===== src/rtl/alu_pkg.sv =====
// rtl/alu_pkg.sv - shared opcode, flag index and sequencer state definitions
package alu_pkg;

  typedef enum logic [3:0] {
    OP_ADD   = 4'd0,
    OP_SUB   = 4'd1,
    OP_AND   = 4'd2,
    OP_OR    = 4'd3,
    OP_XOR   = 4'd4,
    OP_INC   = 4'd5,
    OP_MOVA  = 4'd6,
    OP_MOVB  = 4'd7,
    OP_LOADI = 4'd8,
    OP_STORE = 4'd9
  } alu_op_e;

  localparam int FLAG_OVF  = 2;
  localparam int FLAG_NEG  = 1;
  localparam int FLAG_ZERO = 0;

  typedef enum logic [1:0] {
    S_IDLE = 2'd0,
    S_EXEC = 2'd1,
    S_WB   = 2'd2,
    S_OUT  = 2'd3
  } seq_state_e;

endpackage


===== src/rtl/alu_regfile.sv =====
// rtl/alu_regfile.sv - NREGS x BW register file, two async read ports, one sync write port
module alu_regfile
  import alu_pkg::*;
#(
  parameter int BW    = 16,
  parameter int NREGS = 8
) (
  input  logic                     clk,
  input  logic                     rst_n,
  input  logic                     i_we,
  input  logic [$clog2(NREGS)-1:0] i_waddr,
  input  logic [BW-1:0]            i_wdata,
  input  logic [$clog2(NREGS)-1:0] i_raddr_a,
  output logic [BW-1:0]            o_rdata_a,
  input  logic [$clog2(NREGS)-1:0] i_raddr_b,
  output logic [BW-1:0]            o_rdata_b
);

  logic [BW-1:0] r_regs [NREGS];

  // storage: cleared asynchronously, written on the write-back cycle
  always_ff @(posedge clk or negedge rst_n) begin
    if (!rst_n) begin
      for (int i = 0; i < NREGS; i++) r_regs[i] <= '0;
    end else if (i_we) begin
      r_regs[i_waddr] <= i_wdata;
    end
  end

  assign o_rdata_a = r_regs[i_raddr_a];
  assign o_rdata_b = r_regs[i_raddr_b];

endmodule


===== src/rtl/alu_seq_ctrl.sv =====
// rtl/alu_seq_ctrl.sv - multi-cycle ALU sequencer; ALU_SEQ_CTRL_PERF_EN adds perf counters
module alu_seq_ctrl
  import alu_pkg::*;
#(
  parameter int BW    = 16,
  parameter int NREGS = 8
) (
  input  logic                     clk,
  input  logic                     rst_n,
  input  logic                     instr_valid,
  output logic                     instr_ready,
  input  logic [3:0]               instr_op,
  input  logic [$clog2(NREGS)-1:0] instr_rd,
  input  logic [$clog2(NREGS)-1:0] instr_ra,
  input  logic [$clog2(NREGS)-1:0] instr_rb,
  input  logic [BW-1:0]            instr_imm,
  output logic [BW-1:0]            alu_in_a,
  output logic [BW-1:0]            alu_in_b,
  output logic [3:0]               alu_opcode,
  input  logic [BW-1:0]            alu_out,
  input  logic [2:0]               alu_flags,
  output logic                     res_valid,
  input  logic                     res_ready,
  output logic [BW-1:0]            res_data,
  output logic [2:0]               flags,
`ifdef ALU_SEQ_CTRL_PERF_EN
  output logic [31:0]              perf_instr,
  output logic [31:0]              perf_ovf,
`endif
  output logic                     err
);

  localparam int AW = $clog2(NREGS);

  seq_state_e    r_state, w_next_state;
  logic          w_accept, w_we;
  logic          w_is_alu, w_is_loadi, w_is_store, w_is_illegal;
  logic [AW-1:0] r_rd;
  logic          r_is_alu;
  logic [BW-1:0] r_wdata;
  logic [2:0]    r_cflags;
  logic [BW-1:0] w_rdata_a, w_rdata_b;

  assign w_is_alu     = ~instr_op[3];
  assign w_is_loadi   = (instr_op == OP_LOADI);
  assign w_is_store   = (instr_op == OP_STORE);
  assign w_is_illegal = instr_op[3] & ~w_is_loadi & ~w_is_store;

  // read ports are only consumed in IDLE, so they follow the offered instruction directly
  alu_regfile #(.BW(BW), .NREGS(NREGS)) u_regfile (
    .clk       (clk),
    .rst_n     (rst_n),
    .i_we      (w_we),
    .i_waddr   (r_rd),
    .i_wdata   (r_wdata),
    .i_raddr_a (instr_ra),
    .o_rdata_a (w_rdata_a),
    .i_raddr_b (instr_rb),
    .o_rdata_b (w_rdata_b)
  );

  // state register
  always_ff @(posedge clk or negedge rst_n) begin
    if (!rst_n) r_state <= S_IDLE;
    else        r_state <= w_next_state;
  end

  // next-state, handshake and write-enable decode
  always_comb begin
    w_next_state = r_state;
    instr_ready  = 1'b0;
    w_accept     = 1'b0;
    w_we         = 1'b0;
    case (r_state)
      S_IDLE: begin
        instr_ready = 1'b1;
        w_accept    = instr_valid;
        if (instr_valid) begin
          if (w_is_alu)        w_next_state = S_EXEC;
          else if (w_is_loadi) w_next_state = S_WB;
          else if (w_is_store) w_next_state = S_OUT;
        end
      end
      S_EXEC: w_next_state = S_WB;
      S_WB: begin
        w_we         = 1'b1;
        w_next_state = S_IDLE;
      end
      S_OUT: if (res_ready) w_next_state = S_IDLE;
      default: w_next_state = S_IDLE;
    endcase
  end

  // datapath: operand launch, result capture, flag write-back and store stream
  always_ff @(posedge clk or negedge rst_n) begin
    if (!rst_n) begin
      r_rd       <= '0;
      r_is_alu   <= 1'b0;
      r_wdata    <= '0;
      r_cflags   <= '0;
      alu_in_a   <= '0;
      alu_in_b   <= '0;
      alu_opcode <= '0;
      res_valid  <= 1'b0;
      res_data   <= '0;
      flags      <= '0;
      err        <= 1'b0;
    end else begin
      if (w_accept) begin
        r_rd     <= instr_rd;
        r_is_alu <= w_is_alu;
        // immediate parks here for LOADI; ALU ops overwrite it in EXEC
        r_wdata  <= instr_imm;
        if (w_is_alu) begin
          alu_in_a   <= w_rdata_a;
          alu_in_b   <= w_rdata_b;
          alu_opcode <= instr_op;
        end
        if (w_is_store) begin
          res_data  <= w_rdata_a;
          res_valid <= 1'b1;
        end
        if (w_is_illegal) err <= 1'b1;
      end
      if (r_state == S_EXEC) begin
        r_wdata  <= alu_out;
        r_cflags <= alu_flags;
      end
      if (w_we && r_is_alu) flags <= r_cflags;
      if (r_state == S_OUT && res_ready) res_valid <= 1'b0;
    end
  end

`ifdef ALU_SEQ_CTRL_PERF_EN
  // saturating counters for accepted instructions and overflow write-backs
  always_ff @(posedge clk or negedge rst_n) begin
    if (!rst_n) begin
      perf_instr <= '0;
      perf_ovf   <= '0;
    end else begin
      if (w_accept && perf_instr != '1) perf_instr <= perf_instr + 32'd1;
      if (w_we && r_is_alu && r_cflags[FLAG_OVF] && perf_ovf != '1)
        perf_ovf <= perf_ovf + 32'd1;
    end
  end
`endif

endmodule

===== config.mk =====
export PLATFORM = sky130hd
export DESIGN_NAME = alu_seq_ctrl
export DESIGN_NICKNAME = d
export VERILOG_FILES = /design/src/rtl/alu_pkg.sv /design/src/rtl/alu_regfile.sv /design/src/rtl/alu_seq_ctrl.sv
export SDC_FILE = /design/constraint.sdc
export NUM_CORES = 1
export LEC_CHECK = 0
export ABC_AREA = 1
export CORE_MARGIN = 2
export CORE_UTILIZATION = 40
export CTS_CLUSTER_DIAMETER = 50
export DETAILED_ROUTE_END_ITERATION = 7
export PLACE_DENSITY_LB_ADDON = 0.08
export RECOVER_POWER = 100
export SYNTH_ARGS = -nofsm -noshare
export SYNTH_HDL_FRONTEND = slang
export SYNTH_SLANG_ARGS = --single-unit
export TNS_END_PERCENT = 100

===== constraint.sdc =====
create_clock -name clk -period 1.5 [get_ports clk]
set_input_delay 0.3 -clock clk [delete_from_list [all_inputs] [get_ports clk]]
set_output_delay 0.3 -clock clk [all_outputs]
set_load 0.1 [all_outputs]

[After elaboration in Yosys (flattened, before gate mapping)]
Index checks and enable logic that the tools add are counted.
Storage, ports and cells
  latch bits: 0
  ROM bits: 0
  bits of input ports: 52
  memories kept: 0
  bits in registers: 209
  output and inout bits: 58
  bits in writable memories: 0
Operators by class
  $mul: 0
  shifts and indexed selects: 0
  $add $sub $neg: 0
  bitwise gates (word level): 8
  reductions and logical operators: 12
  magnitude comparators: 4
  eq/ne operators: 8
  multiplexer cells: 23
  divide/modulo/power cells: 0
Operators with widths (count)
  $bwmux W128: 1
  $mux W16: 7
  $bmux W16 S3: 2
  $demux W16 S3: 1
  $ge A4 B4 Y1 const B: 3
  $not A3 Y4: 3
  $mux W2: 5
  $eq A4 B4 Y1 const B: 2
  $pmux W2 S4: 1
  $reduce_and A2 Y1: 4
  $mux W1: 6
  $reduce_bool A2 Y1: 3
  $eq A2 B2 Y1 const B: 2
  $lt A4 B1 Y1 const B: 1
  $ne A2 B2 Y1 const B: 2
  $ne A4 B4 Y1 const B: 1
  $logic_and A1 B1 Y1: 3
  $not A1 Y1: 3
  $reduce_and A3 Y1: 1
  $and A1 B1 Y1: 2
  $eq A2 B1 Y1 const B: 1
  $logic_not A2 Y1: 1

[Logic depth before layout (Yosys ltp)]
  depth in word-level cells: 6
  depth in mapped cells: 8

[Cells and area by module]
A second synthesis with hierarchy kept.
Second synthesis, totals
  cells, all modules: 1585
  area total of the unflattened synthesis: 10959.3 um^2
Modules (own cells, without submodules)
  alu_regfile: area an instance 7489.7 um^2, cells each 1165, times used 1, sequential area each 3203.1 um^2
  alu_seq_ctrl: area an instance 3469.6 um^2, cells each 420, times used 1, sequential area each 2026.9 um^2

[Worst setup path before layout]
No wires, ideal clock.
  kind: reg2reg
  start: reg r_state[0]
  end: reg res_data[10]
  data arrival time: 1.856 ns
  setup time: 0.120 ns
  stages on the path, launching flop included: 8
  path slack: -0.476 ns
  data required time: 1.380 ns
  period minus slack after synthesis: 1.976 ns
  cell sequence: dfrtp_1 nor2_4 nand2_4 nor3_4 inv_4 buf_6 nand2_1 nand2_1
Between the ends
  cells in the longest elaborated chain, start to end: 3
Ends and longest elaborated chain
  from (decl): line alu_seq_ctrl.sv:35  | seq_state_e r_state, w_next_state;
  from (signal assigned): line alu_seq_ctrl.sv:65  | else r_state <= w_next_state;
  $logic_not A2 Y1: line alu_seq_ctrl.sv:74  | case (r_state)
  $mux W1: line alu_seq_ctrl.sv:74
  $reduce_and A2 Y1 (no line)
  to (signal assigned): line alu_seq_ctrl.sv:120  | res_data <= w_rdata_a;
  to (decl): line alu_seq_ctrl.sv:24  | output logic [BW-1:0] res_data,
No other way between the ends.
A chain may end at the register's enable or synchronous reset.

[Worst setup path after layout]
  start: reg r_state[1]
  end: reg alu_in_b[1]
Between the ends
  cells in the longest elaborated chain, start to end: 3
Ends and longest elaborated chain
  $logic_not A2 Y1: line alu_seq_ctrl.sv:74
  $mux W1: line alu_seq_ctrl.sv:74
  $reduce_and A2 Y1 (no line)
  to (signal assigned): line alu_seq_ctrl.sv:116  | alu_in_b <= w_rdata_b;
  to (decl): line alu_seq_ctrl.sv:18  | output logic [BW-1:0] alu_in_b,
No other way between the ends.

==> impl_metrics.json <==
{
  "clock-sinks": 209,
  "drv_cap": 0,
  "endpoint_kind": "flop",
  "synthTopCellsByArea": "dfrtp_1 (50%), nand2_1 (18%), nand3_1 (11%)",
  "min_period_over_period_pct": 113,
  "violations": "setup timing",
  "power.leakage_uw": 0.00729,
  "max_freq_mhz": 592,
  "p_per_area_mw_per_mm2": 2300,
  "p_total_uw": 33700,
  "die_h_um": 166,
  "grt_setup_unrepaired": "true",
  "slew_headroom_pct": 55.3,
  "finalSetupViolCount": 118,
  "cts_tree": "done",
  "irDropWorstVdd_mv": 2.09,
  "die_x_um": 166,
  "cts-buffers-inserted": 27,
  "yosysUniqueCellTypes": 26,
  "io_buffers": 108,
  "diodes": 0,
  "syn_avg_cell_area_um2": 7.38,
  "drive_gt1_share_pct": 15.0,
  "grt.total_usage_pct": 24.2,
  "gp_congestion": 0.849,
  "synth_edf_count": 0,
  "yosysMostFrequentCell": "nand2_1",
  "area_delta_synth_final_pct": 38.5,
  "tightest_slew_ns": 0.670,
  "start_util_pct": 40.6,
  "syn_nets": 1482,
  "worstSetupPathType": "flop to flop",
  "netlist_instances": 1430,
  "fin_ws_ns": -0.191,
  "yosys.area.top_type": "dfrtp_1",
  "ys.flop_type": "dfrtp_1",
  "timing.hold.ws_ns": 0.335,
  "dpl.hpwl_um": 22200,
  "synthArstFlopShare_pct": 100,
  "root_buffer": "clkbuf_16",
  "status": "complete, but fails checks",
  "ios": 110,
  "coreArea_mm2": 0.0260,
  "cp_max_fo": 16,
  "path_clk_slew_ns": 0.06,
  "routedWlPerCell_um": 18.8,
  "vias": 10100,
  "dieArea_mm2": 0.0277,
  "drc": 0,
  "crit_required_ns": 1.96,
  "final.setup.tns_ns": -11.14,
  "ys_ff_latch": 209,
  "timing.final.crit_period_ns": 1.69,
  "hp-class": "input pin to flop",
  "place_area_mm2": 0.0132,
  "synth_common_cells": "nand2_1 (520), nand3_1 (241), dfrtp_1 (209)",
  "layout.nets": 1617,
  "grt_max_degree": 49,
  "fin_area_mm2": 0.0146,
  "grt_pass1_vias": 9242,
  "htreeDepth": 1,
  "drt_wl_total_um": 36000,
  "fin_skew_ns": 0.0158,
  "seq_area_frac_synth_pct": 49.6,
  "antenna_found_initial": 0,
  "syn_area_mm2": 0.0106,
  "grt_pass1_wl_um": 53400,
  "dr.pass1.iters": 7,
  "antenna_left": 0,
  "clk_latency_ns": 0.53,
  "drt-initial-drc-count": 1109,
  "yosysWarnings": 0,
  "maxSlewViolCount": 0,
  "synth_top_area_share_pct": 49.6,
  "fp-row-count": 59,
  "grt-ovfl-total": 0,
  "num-fill-cells": 2366,
  "arrival_ns": 2.15,
  "finalHoldViolCount": 0,
  "clk_path_buf_depth": 3,
  "viasPerCell": 5.25,
  "start_kind": "flop"
}
## routing by layer
metal / vias to the layer above / global-route usage, % / routed length, um
met1: 4645 / 38.0 / 16700
met3: 66 / 5.06 / 3460
li1: 4804 / - / -
met2: 559 / 33.7 / 14700
met5: - / 0 / 0
met4: 0 / 6.60 / 1110
## worst max-delay path, cell delays in order (launching register included)
cell and delay, ns:
dfrtp_1 0.39, buf_6 0.12, nor2_4 0.08, buf_4 0.15
nand2_8 0.07, buf_4 0.15, nor2_4 0.18, buf_12 0.21
nand3_2 0.16, nand2_1 0.10
## state kept, by name, summed over array words and instances (netlist names)
| name | cells |
|---|---|
| alu_in_b | 16 |
| res_valid | 1 |
| r_rd | 3 |
| alu_in_a | 16 |
| r_cflags | 3 |
| r_state | 2 |
| r_is_alu | 1 |
| err | 1 |
| u_regfile.r_regs | 128 |
| flags | 3 |
| r_wdata | 16 |
| res_data | 16 |
| alu_opcode | 3 |
## cell families (layout without fill, tap and decap cells)
family                 after synthesis  after routing  synth area share, %
multiplexers                         6              6                0.640
AND/OR/NAND/NOR                    781            781                 31.5
AO/OA/AOI/OAI                      168            168                 8.37
buffers and inverters              265            419                 9.91
other                                1              1               0.0355
flip-flops                         209            209                 49.6
## where the power goes
part           switching [uW]  internal (uW)  leakage (uW)
Combinational           10900           5820       0.00414
Sequential               1850           8090       0.00267
Clock                    2540           4500      0.000468
Total                   15300          18400       0.00729
## through the flow
stage | cells | utilization (%) | worst slack [ns]
after floorplan | 1430 | - | -0.422
after global placement | 1849 | 50.6 | -0.342
after detailed placement | 1849 | 50.6 | -0.352
after CTS | 1905 | 55.2 | -0.151
after global routing | 1919 | 56.3 | -0.245
final | 1919 | 56.3 | -0.191
## worst paths after layout
path	startpoint	to	slack, ns	cells past startpoint
max in group asynchronous	rst_n	r_cflags[1]	0.16	3
min reg2reg	u_regfile.r_regs[21]	u_regfile.r_regs[21]	0.48	2
max	r_state[1]	alu_in_b[1]	-0.19	9
min in group asynchronous	rst_n	u_regfile.r_regs[39]	0.36	2
max reg2reg	r_state[1]	alu_in_b[1]	-0.19	9
min	instr_rd[1]	r_rd[1]	0.34	3
## layout by cell type, fill, tap and decap left out, drive strengths merged, types with 4 or more instances in the layout
cell | synthesis | routed
mux2 | 6 | 6
nand2 | 523 | 523
clkbuf | 51 | 50
o21ai | 150 | 150
inv | 178 | 181
nor2 | 10 | 10
clkdlybuf4s50 | 0 | 48
dfrtp | 209 | 209
buf | 36 | 129
nor3 | 4 | 4
bufinv | 0 | 6
nand3 | 244 | 244
o211ai | 16 | 16
## cell type report
type	count	area (um2)	area share (%)
sequential	209	5230	35.8
multi-input combinational	956	4420	30.3
timing repair buffer	193	2890	19.8
clock buffer	35	736	5.03
inverter	178	681	4.66
tap	335	419	2.87
clock inverter	13	238	1.63
## timing repair
action	CTS	global route
gates cloned	3	10
hold buffers	1	0
pin swaps	1	5
setup buffers	4	4
hold endpoints to repair	37	0
endpoints found under the setup margin	41	190
gates resized for setup	25	53
(Power assumes the default switching activity.)
